<file path="src/rtl/dma_pkg.sv">
// Shared types and constants for the DMA transfer engine and its channel register file.
package dma_pkg;

    localparam int NCH = 4;
    localparam int CHW = 2;

    localparam logic [NCH-1:0] CH0_OH = 4'b0001;
    localparam logic [NCH-1:0] CH1_OH = 4'b0010;
    localparam logic [NCH-1:0] CH2_OH = 4'b0100;
    localparam logic [NCH-1:0] CH3_OH = 4'b1000;

    typedef enum logic [1:0] {
        ST_IDLE   = 2'd0,
        ST_XFER   = 2'd1,
        ST_UPDATE = 2'd2
    } dma_state_t;

    typedef struct packed {
        logic           valid;
        logic [CHW-1:0] idx;
    } ch_sel_t;

    // Anything other than exactly one bit set decodes as invalid.
    function automatic ch_sel_t oh_to_idx(input logic [NCH-1:0] oh);
        ch_sel_t sel;
        sel.valid = 1'b1;
        sel.idx   = '0;
        case (oh)
            CH0_OH:  sel.idx = 2'd0;
            CH1_OH:  sel.idx = 2'd1;
            CH2_OH:  sel.idx = 2'd2;
            CH3_OH:  sel.idx = 2'd3;
            default: sel.valid = 1'b0;
        endcase
        return sel;
    endfunction

endpackage

</file>
<file path="src/rtl/dma_ch_regs.sv">
// Per-channel address/count/direction/armed registers with a config write port,
// a post-transfer update port and a read mux on the active channel.
module dma_ch_regs
    import dma_pkg::*;
#(
    parameter int AW = 16,
    parameter int CW = 16
) (
    input  logic           clk,
    input  logic           rst_n,
    input  logic           wr_en,
    input  logic [CHW-1:0] wr_ch,
    input  logic [AW-1:0]  wr_addr,
    input  logic [CW-1:0]  wr_cnt,
    input  logic           wr_dir,
    input  logic           upd_en,
    input  logic [CHW-1:0] upd_ch,
    input  logic [CHW-1:0] rd_ch,
    output logic [AW-1:0]  rd_addr,
    output logic [CW-1:0]  rd_cnt,
    output logic           rd_dir,
    output logic [NCH-1:0] armed
);

    logic [AW-1:0]  addr_q [NCH];
    logic [AW-1:0]  addr_d [NCH];
    logic [CW-1:0]  cnt_q  [NCH];
    logic [CW-1:0]  cnt_d  [NCH];
    logic [NCH-1:0] dir_q, dir_d;
    logic [NCH-1:0] armed_q, armed_d;

    // The engine never lets a write and an update target the same channel,
    // so the two ports can be applied independently.
    always_comb begin
        addr_d  = addr_q;
        cnt_d   = cnt_q;
        dir_d   = dir_q;
        armed_d = armed_q;
        if (upd_en) begin
            addr_d[upd_ch] = addr_q[upd_ch] + AW'(1);
            cnt_d[upd_ch]  = cnt_q[upd_ch] - CW'(1);
            if (cnt_q[upd_ch] == '0) begin
                armed_d[upd_ch] = 1'b0;
            end
        end
        if (wr_en) begin
            addr_d[wr_ch]  = wr_addr;
            cnt_d[wr_ch]   = wr_cnt;
            dir_d[wr_ch]   = wr_dir;
            armed_d[wr_ch] = 1'b1;
        end
    end

    always_ff @(posedge clk or negedge rst_n) begin
        if (!rst_n) begin
            for (int i = 0; i < NCH; i++) begin
                addr_q[i] <= '0;
                cnt_q[i]  <= '0;
            end
            dir_q   <= '0;
            armed_q <= '0;
        end else begin
            for (int i = 0; i < NCH; i++) begin
                addr_q[i] <= addr_d[i];
                cnt_q[i]  <= cnt_d[i];
            end
            dir_q   <= dir_d;
            armed_q <= armed_d;
        end
    end

    assign rd_addr = addr_q[rd_ch];
    assign rd_cnt  = cnt_q[rd_ch];
    assign rd_dir  = dir_q[rd_ch];
    assign armed   = armed_q;

endmodule

</file>
<file path="src/rtl/dma_xfer_engine.sv">
// Runs one single-word bus transfer per arbiter grant and retires channels on terminal count.
//   state     | meaning
//   IDLE      | waiting for a one-hot grant to an armed channel
//   XFER      | bus request held for the active channel until mem_ready
//   UPDATE    | advance addr/cnt of the active channel, disarm on terminal count
module dma_xfer_engine
    import dma_pkg::*;
#(
    parameter int AW = 16,
    parameter int CW = 16
) (
    input  logic           clk,
    input  logic           rst_n,
    input  logic [NCH-1:0] dack,
    input  logic           cfg_we,
    input  logic [CHW-1:0] cfg_ch,
    input  logic [AW-1:0]  cfg_addr,
    input  logic [CW-1:0]  cfg_cnt,
    input  logic           cfg_dir,
    output logic           mem_valid,
    input  logic           mem_ready,
    output logic [AW-1:0]  mem_addr,
    output logic           mem_we,
    output logic [NCH-1:0] armed,
    output logic           busy,
    output logic [NCH-1:0] tc,
    output logic           cfg_err
);

    dma_state_t     state_q, state_d;
    logic [CHW-1:0] ch_q, ch_d;
    logic [NCH-1:0] tc_q, tc_d;
    logic           cfg_err_q, cfg_err_d;

    ch_sel_t        grant;
    logic           cfg_reject;
    logic           cfg_accept;
    logic           upd_en;
    logic [AW-1:0]  rd_addr;
    logic [CW-1:0]  rd_cnt;
    logic           rd_dir;

    assign grant      = oh_to_idx(dack);
    assign cfg_reject = cfg_we && (state_q != ST_IDLE) && (cfg_ch == ch_q);
    assign cfg_accept = cfg_we && !cfg_reject;

    dma_ch_regs #(
        .AW(AW),
        .CW(CW)
    ) u_ch_regs (
        .clk     (clk),
        .rst_n   (rst_n),
        .wr_en   (cfg_accept),
        .wr_ch   (cfg_ch),
        .wr_addr (cfg_addr),
        .wr_cnt  (cfg_cnt),
        .wr_dir  (cfg_dir),
        .upd_en  (upd_en),
        .upd_ch  (ch_q),
        .rd_ch   (ch_q),
        .rd_addr (rd_addr),
        .rd_cnt  (rd_cnt),
        .rd_dir  (rd_dir),
        .armed   (armed)
    );

    always_comb begin
        state_d   = state_q;
        ch_d      = ch_q;
        tc_d      = '0;
        cfg_err_d = cfg_reject;
        upd_en    = 1'b0;
        case (state_q)
            ST_IDLE: begin
                if (grant.valid && armed[grant.idx]) begin
                    ch_d    = grant.idx;
                    state_d = ST_XFER;
                end
            end
            ST_XFER: begin
                // tc is registered here so it lines up with the UPDATE cycle.
                if (mem_ready) begin
                    state_d = ST_UPDATE;
                    if (rd_cnt == '0) begin
                        tc_d = CH0_OH << ch_q;
                    end
                end
            end
            ST_UPDATE: begin
                upd_en  = 1'b1;
                state_d = ST_IDLE;
            end
            default: state_d = ST_IDLE;
        endcase
    end

    always_ff @(posedge clk or negedge rst_n) begin
        if (!rst_n) begin
            state_q   <= ST_IDLE;
            ch_q      <= '0;
            tc_q      <= '0;
            cfg_err_q <= 1'b0;
        end else begin
            state_q   <= state_d;
            ch_q      <= ch_d;
            tc_q      <= tc_d;
            cfg_err_q <= cfg_err_d;
        end
    end

    assign mem_valid = (state_q == ST_XFER);
    assign mem_addr  = mem_valid ? rd_addr : '0;
    assign mem_we    = mem_valid & rd_dir;
    assign busy      = (state_q != ST_IDLE);
    assign tc        = tc_q;
    assign cfg_err   = cfg_err_q;

endmodule

</file>
<file path="config.mk">
export PLATFORM = sky130hd
export DESIGN_NAME = dma_xfer_engine
export DESIGN_NICKNAME = d
export VERILOG_FILES = /design/src/rtl/dma_pkg.sv /design/src/rtl/dma_ch_regs.sv /design/src/rtl/dma_xfer_engine.sv
export SDC_FILE = /design/constraint.sdc
export NUM_CORES = 1
export LEC_CHECK = 0
export ABC_AREA = 0
export CAP_MARGIN = 20
export CORE_MARGIN = 2
export CORE_UTILIZATION = 50
export DETAILED_ROUTE_END_ITERATION = 8
export GPL_TIMING_DRIVEN = 0
export PLACE_DENSITY = 0.73
export SYNTH_ARGS = -nofsm -noshare
export SYNTH_HDL_FRONTEND = slang
export SYNTH_SLANG_ARGS = --single-unit
</file>
<file path="constraint.sdc">
create_clock -name clk -period 2.57 [get_ports clk]
set_clock_uncertainty 0.15 [all_clocks]
set_input_delay 0.6425 -clock clk [delete_from_list [all_inputs] [get_ports clk]]
set_output_delay 0.6425 -clock clk [all_outputs]
set_load 0.01 [all_outputs]
</file>
==> results of run 1 <==
## cells in the final DEF, fill, tap and decap left out, drive strengths merged, types with 9 or more instances in the layout
master	instances
clkbuf	60
and3	28
clkdlybuf4s50	51
nand2	149
nor3	45
dfrtp	145
a31oi	15
o21ai	110
inv	12
mux4	32
a21oi	22
or3	22
nand3	77
buf	172
nor4	10
mux2i	13
xnor2	12
or4	9
o211ai	29
and2	27
nand4	9
nor2	62
## worst reg2reg max path: stages (launching register included)
cell     delay [ns]
dfrtp_1        0.34
buf_6          0.13
buf_12         0.14
buf_4          0.16
mux4_2         0.62
buf_6          0.17
nor3_4         0.21
buf_6          0.15
buf_6          0.11
a31oi_4        0.13
nor3_2         0.39
o21ai_1        0.18
## cell families after synthesis
group,Yosys count
adder cells (fa/ha/maj),3
flip-flops,145
multiplexers,49
XOR/XNOR,18
AO/OA/AOI/OAI,207
AND/OR/NAND/NOR,456
buffers and inverters,82
## worst max-delay path by stage
stage | slack [ns] | cells past startpoint | endpoint | startpoint
finish | -0.44 | 11 | u_ch_regs.cnt_q[25]$_DFF_PN0_ | ch_q[0]$_DFFE_PN0P_
global route | -0.51 | 11 | u_ch_regs.cnt_q[25]$_DFF_PN0_ | ch_q[0]$_DFFE_PN0P_
CTS | -0.40 | 8 | mem_we | ch_q[0]$_DFFE_PN0P_
detailed placement | -1.20 | 9 | u_ch_regs.cnt_q[40]$_DFF_PN0_ | ch_q[1]$_DFFE_PN0P_
global placement | -5.39 | 1 | u_ch_regs.cnt_q[0]$_DFF_PN0_ | rst_n
floorplan | -0.09 | 7 | u_ch_regs.cnt_q[12]$_DFF_PN0_ | ch_q[0]$_DFFE_PN0P_
## what timing repair did
| item | in CTS | in global routing |
|---|---|---|
| cloned | 0 | 0 |
| buffers inserted | 109 | 29 |
| setup endpoints to repair | 158 | 158 |
| resized for setup | 339 | 108 |
| pin swaps | 119 | 65 |
## power breakdown
| group | internal (mW) | switching, mW |
|---|---|---|
| Sequential | 2.92 | 0.403 |
| Clock | 1.60 | 1.05 |
| Combinational | 3.54 | 4.17 |
## cell usage after synthesis, drive strengths merged (3+ instances only)
cell | number | share of area (%)
dfrtp | 145 | 42
and2 | 27 | 2.0
a22oi | 8 | 0.69
xnor2 | 12 | 1.2
or4 | 9 | 0.82
o211ai | 29 | 2.7
nor3 | 45 | 2.7
xor2 | 6 | 0.61
a21oi | 22 | 1.3
ha | 3 | 0.43
nand2b | 8 | 0.58
nand4 | 9 | 0.79
mux2 | 4 | 0.52
nor4 | 10 | 1.5
buf | 16 | 1.3
a311oi | 5 | 0.58
nand2 | 149 | 6.5
nor2 | 62 | 2.7
a211oi | 3 | 0.26
and4 | 3 | 0.30
and3 | 28 | 2.0
inv | 11 | 0.48
clkbuf | 55 | 2.4
nand3 | 77 | 4.5
mux2i | 13 | 1.5
or3 | 22 | 1.6
a221oi | 4 | 0.40
a31oi | 15 | 1.1
mux4 | 32 | 8.7
o21ai | 110 | 6.4
## registers in the layout, indices dropped and copies added (netlist names)
register          flops
cfg_err               1
ch_q                  2
state_q               2
tc                    4
u_ch_regs.addr_q     64
u_ch_regs.armed       4
u_ch_regs.cnt_q      64
u_ch_regs.dir_q       4
## final cells by class
class	instances	area, µm²	share of cell area (%)
Clock inverter	8	128	1.01
Antenna cell	1	2.50	0.0199
Clock buffer	23	478	3.80
Buffer	68	541	4.30
Multi-Input combinational cell	733	5620	44.7
Tap cell	225	282	2.24
Inverter	11	41.3	0.328
Timing Repair Buffer	196	1860	14.8
Sequential cell	145	3630	28.8
## metal layers
metal  GRT usage [%]  vias to the layer above
li1                -                     3922
met1            51.2                     4615
met2            60.4                      980
met3            15.4                      329
met4            28.0                        0
met5               0                        -
## through the flow
| stage | TNS, ns | setup WS (ns) |
|---|---|---|
| detailed placement | -137.86 | -1.20 |
| floorplan | -0.724 | -0.0864 |
| global placement | -912.24 | -5.39 |
| CTS | -27.96 | -0.400 |
| global route | -38.84 | -0.510 |
| finish | -32.48 | -0.445 |
==> run summary, run 1 <==
Outcome
* status: finished, violations left
* violated checks: design-rule violations, negative setup slack

Synth
* Avg Inst Size Synth: 9.02 µm²
* synthesized netlist cell count: 960
* Post-Synth XOR/XNOR Area: 1.82%
* register bit total from synthesis: 145
* Synth Area in Adders: 0.434%
* post-synthesis share of cell area spent on and, or, nand and nor gates: 26.5%
* Yosys warning count: 0
* post-synthesis compound-gate area fraction: 14.4%
* top flip-flop cell by instance count after synthesis: dfrtp_1
* syn_nets: 1,006
* post-synth design cell area: 0.00866 mm²
* fraction of registers with async set or reset after synthesis: 100%
* dominant combinational cell family by area after synthesis: simple AND/OR/NAND/NOR gates
* EDFF count, synth: 0
* share of synthesized area spent on multiplexers: 10.7%
* sequential cell area fraction in the yosys report: 41.9%
* distinct cell type count after synthesis: 55

Worst setup path
* worst setup path class: flop to flop
* CP cell instances: buf_6 > buf_12 > buf_4 > mux4_2 > buf_6 > nor3_4 > buf_6 > buf_6 > a31oi_4 > nor3_2 > o21ai_1
* data arrival time of the critical path: 3.16 ns
* data required time at the worst endpoint: 2.72 ns
* largest stage delay on the critical path: 0.62 ns
* maximum fanout count along the critical path: 5
* endpoint of the lowest-slack register-to-register path: u_ch_regs.cnt_q[25]$_DFF_PN0_
* standard cell with the maximum stage delay on the critical path: mux4_2
* CP startpoint kind: flop
* r2r startpoint: ch_q[0]$_DFFE_PN0P_
* CP endpoint kind: flop
* count of cells along the worst register-to-register path: 11
* most frequent cell on the critical path: buf_6
* sum of buffers and inverters on the critical path: 6
* setup slack of the most critical reg-to-reg path: -0.44 ns
* largest delay contributor family on the critical path: buffers and inverters

STA
* relative slew slack: 31.0%
* # setup viols final: 132
* tightest hold margin: 0.138 ns
* Final Slew Violations: 0
* shortest clock period the worst path allows after layout: 3.01 ns
* unrepaired setup endpoints after global routing: true
* worst slew pin tran: 1.03 ns
* least setup slack across all paths after layout: -0.445 ns
* number of hold violations in the final report: 0
* portion of the clock cycle consumed by the worst path in the final layout: 117%
* maximum clock frequency: 0.332 GHz

Finish
* final core utilization: 73.5%
* fraction of layout instances using a drive strength above 1: 34.2%
* area added between synthesis and finish: 45.3%
* number of filler cells placed in the layout: 1,108
* final instance area: 0.0126 mm²
* Post-Layout Cell Count: 1,410
* Final Net Count: 1,218

Clocking
* Inserted Clock Buffers: 17
* deepest clock path buffer count: 2
* library cell used as clock root buffer: clkbuf_16
* Clk pin slew, worst setup/hold paths: 0.07 ns
* CTS tree: built
* number of sinks on the clock net: 145
* Post-CTS Hold Fix Bufs: 0
* clock network latency to the later pin of the worst-skew pair: 0.45 ns
* htree depth: 4

Pwr
* total power: 13.7 mW
* power density normalized to cell area: 1090 mW/mm²
* largest voltage drop on the vdd net: 0.660 mV
* leakage power figure: 5.24 nW

Detailed routing
* topmost layer with routed signal wires: met4
* total met3 wirelength after detailed routing: 5440 µm
* met2 routed wirelength: 16,700 µm
* detailed-route wire length on metal 1: 13,100 µm
* via total after detailed routing: 9,846
* Starting DRT DRC Count: 1,885
* drt drc: 44
* number of antenna-violating nets in the routed design: 0
* via density per instance: 6.98
* first-pass iteration count of the detailed router: 9
* average routed wire per standard cell: 27.4 µm
* sum of routed wire length over all layers: 38,700 µm

Floorplan
* standard-cell rows: 48
* Placeable Area: 0.0171 mm²
* initial cell density of the core: 50.6%
* overall die area: 0.0184 mm²
* top-level port count: 71
* horizontal die dimension: 136 µm
* height of the die: 136 µm

Placed design
* Placed Cells incl. Taps: 1,256
* placement-stage cell area: 0.00974 mm²
* port bufs: 69
* hpwl dp: 21,200 µm
* global placer's final weighted congestion: 1.05

GRT
* initial antenna violation count: 1
* via count of the first global-routing pass: 9,604
* global routing usage summed across all routing layers: 41.4%
* remaining global-route overflow: 0
* wire length of the first global-routing pass: 56,000 µm
* maximum number of pins on one net before global-route repair: 86

Flow run
* Max Cap Viol: 0

Min path
* Hold Path Class: primary input to async pin

Power figures use the tool's default switching activity.
==> run 2: changes to the inputs <==
- TNS_END_PERCENT: default -> 20
==> run summary, run 2 (synthesis results as in run 1) <==
Detailed routing
* first-pass iteration count of the detailed router: 9, unchanged
* Starting DRT DRC Count: 1,484, -21%
* drt drc: 1, -98%
* average routed wire per standard cell: 26.1 µm, -4.7%
* number of antenna-violating nets in the routed design: 0, unchanged
* via total after detailed routing: 9,494, -3.6%
* via density per instance: 6.85, -1.8%
* sum of routed wire length over all layers: 36,200 µm, -6.4%

Floorplan
* Placeable Area: 0.0171 mm², unchanged
* overall die area: 0.0184 mm², unchanged
* initial cell density of the core: 50.6%, unchanged
* top-level port count: 71, unchanged
* height of the die: 136 µm, unchanged
* standard-cell rows: 48, unchanged
* horizontal die dimension: 136 µm, unchanged

STA
* tightest hold margin: 0.00605 ns, -0.132 ns
* unrepaired setup endpoints after global routing: true
* setup TNS after final layout: -36.37 ns, -3.89 ns
* maximum clock frequency: 0.325 GHz, -2.0%
* # setup viols final: 146, +11%
* number of hold violations in the final report: 0, unchanged
* relative slew slack: 43.0%, +12 points
* least setup slack across all paths after layout: -0.507 ns, -0.0623 ns
* shortest clock period the worst path allows after layout: 3.08 ns, +0.0623 ns
* portion of the clock cycle consumed by the worst path in the final layout: 120%, +2.4 points
* worst slew pin tran: 0.855 ns, -0.180 ns
* Final Slew Violations: 0, unchanged

Finish
* leading cell type in the layout, fill and taps excluded: nand2_1
* final instance area: 0.0120 mm², -4.3%
* Final Net Count: 1,193, -2.1%
* fraction of layout instances using a drive strength above 1: 30.5%, -3.7 points
* total inserted antenna cells: 0, -1
* area added between synthesis and finish: 39.1%
* registers with the most flip-flops: u_ch_regs.addr_q x64, u_ch_regs.cnt_q x64
* commonest cells after routing, fill and taps aside: nand2_1, dfrtp_1, buf_4

Worst setup path
* maximum fanout count along the critical path: 7, +2
* data required time at the worst endpoint: 2.72 ns, about the same
* largest stage delay on the critical path: 0.56 ns, -0.06 ns
* CP startpoint kind: flop
* data arrival time of the critical path: 3.23 ns, +0.07 ns
* worst setup path class: flop to flop
* most frequent cell on the critical path: buf_12
* standard cell with the maximum stage delay on the critical path: mux4_2
* sum of buffers and inverters on the critical path: 5, -1
* CP cell instances: buf_6 > buf_12 > buf_16 > buf_12 > mux4_2 > nor4_4 > buf_4 > nor4b_4 > mux2i_1 > nand3_1
* largest delay contributor family on the critical path: simple AND/OR/NAND/NOR gates
* CP endpoint kind: flop

Clocking
* Clk pin slew, worst setup/hold paths: 0.06 ns, about the same
* Post-CTS Hold Fix Bufs: 0, unchanged
* htree depth: 4, unchanged
* CTS tree: built
* clock network latency to the later pin of the worst-skew pair: 0.44 ns, about the same
* number of sinks on the clock net: 145, unchanged
* deepest clock path buffer count: 2, unchanged
* Inserted Clock Buffers: 17, unchanged
* library cell used as clock root buffer: clkbuf_16

Placed design
* hpwl dp: 21,300 µm, +0.56%
* worst setup slack before clock tree synthesis: -1.26 ns, -0.0666 ns
* port bufs: 69, unchanged
* global placer's final weighted congestion: 1.04, -1.3%
* placement-stage cell area: 0.00971 mm², -0.33%

Outcome
* violated checks: design-rule violations, negative setup slack
* status: finished, violations left

Pwr
* power density normalized to cell area: 1060 mW/mm², -2.6%
* largest voltage drop on the vdd net: 0.613 mV, -7.2%
* cell-internal power: 7.55 mW, -6.3%
* total power: 12.8 mW, -6.8%
* sequential power share: 26.0%, +1.7 points
* switching portion of total power: 40.8%, -0.34 points
* clock power share: 20.5%, +1.1 points
* switching pwr: 5.20 mW, -7.6%
* Comb power frac: 53.6%, -2.8 points
* leakage power figure: 5.03 nW, -4.1%

GRT
* global routing usage summed across all routing layers: 38.0%, -3.4 points
* initial antenna violation count: 0, -1
* wire length of the first global-routing pass: 51,800 µm, -7.4%
* via count of the first global-routing pass: 9,036, -5.9%
* remaining global-route overflow: 0, unchanged
* maximum number of pins on one net before global-route repair: 94, +9.3%

Min path
* Hold Path Class: primary input to async pin

Flow run
* Max Cap Viol: 0, unchanged

[run 2: worst paths after layout]
| kind | slack, ns | end | from | cells after the start |
|---|---|---|---|---|
| max | -0.51 | u_ch_regs.cnt_q[12]$_DFF_PN0_ | ch_q[0]$_DFFE_PN0P_ | 10 |
| min | 0.006 | ch_q[0]$_DFFE_PN0P_ | rst_n | 1 |
| max reg2reg | -0.51 | u_ch_regs.cnt_q[12]$_DFF_PN0_ | ch_q[0]$_DFFE_PN0P_ | 10 |
| min reg2reg | 0.32 | u_ch_regs.dir_q[2]$_DFFE_PN0P_ | u_ch_regs.dir_q[2]$_DFFE_PN0P_ | 2 |
| max in group asynchronous | 1.36 | u_ch_regs.cnt_q[23]$_DFF_PN0_ | rst_n | 2 |
| min in group clk | 0.32 | u_ch_regs.dir_q[2]$_DFFE_PN0P_ | u_ch_regs.dir_q[2]$_DFFE_PN0P_ | 2 |
[run 2: per-stage QoR]
| step | cells | util (%) |
|---|---|---|
| 2_1_floorplan | 960 | - |
| 3_3_place_gp | 1254 | 56.5 |
| 3_5_place_dp | 1256 | 56.7 |
| 4_1_cts | 1350 | 66.5 |
| 5_1_grt | 1385 | 70.4 |
| 6_report | 1385 | 70.4 |
[run 2: power by group through the flow]
stage / clock [mW] / sequential [mW] / combinational (mW)
CTS: 2.57 / 3.25 / 5.54
floorplan: 0 / 3.16 / 2.86
global route: 2.68 / 3.35 / 7.06
finish: 2.61 / 3.31 / 6.83
detailed placement: 0 / 3.28 / 4.06
global placement: 0 / 3.27 / 3.97
[run 2: routing by layer]
metal,wire [µm],global-route usage [%],up-vias
met5,0,0,-
met2,16200,56.8,870
met3,4810,12.5,253
met4,2570,23.7,0
li1,-,-,3861
met1,12700,47.8,4510
[run 2: final cells by class]
cell class,count,area [µm²]
tap,225,282
timing repair buffer,169,1590
inverter,11,43.8
multi-input combinational,733,5360
buffer,70,539
clock inverter,11,128
fill,1249,5070
sequential,145,3630
clock buffer,21,470
[run 2: timing repair]
action	in CTS	in global routing
pin swaps	44	62
setup buffers	63	35
endpoints found under the setup margin	158	158
resized for setup	234	146
==> run 3: changes to the inputs <==
- GPL_ROUTABILITY_DRIVEN: default -> 1
==> results of run 3 <==
Same layout as run 2: the final DEF is identical, and so are final timing and power.
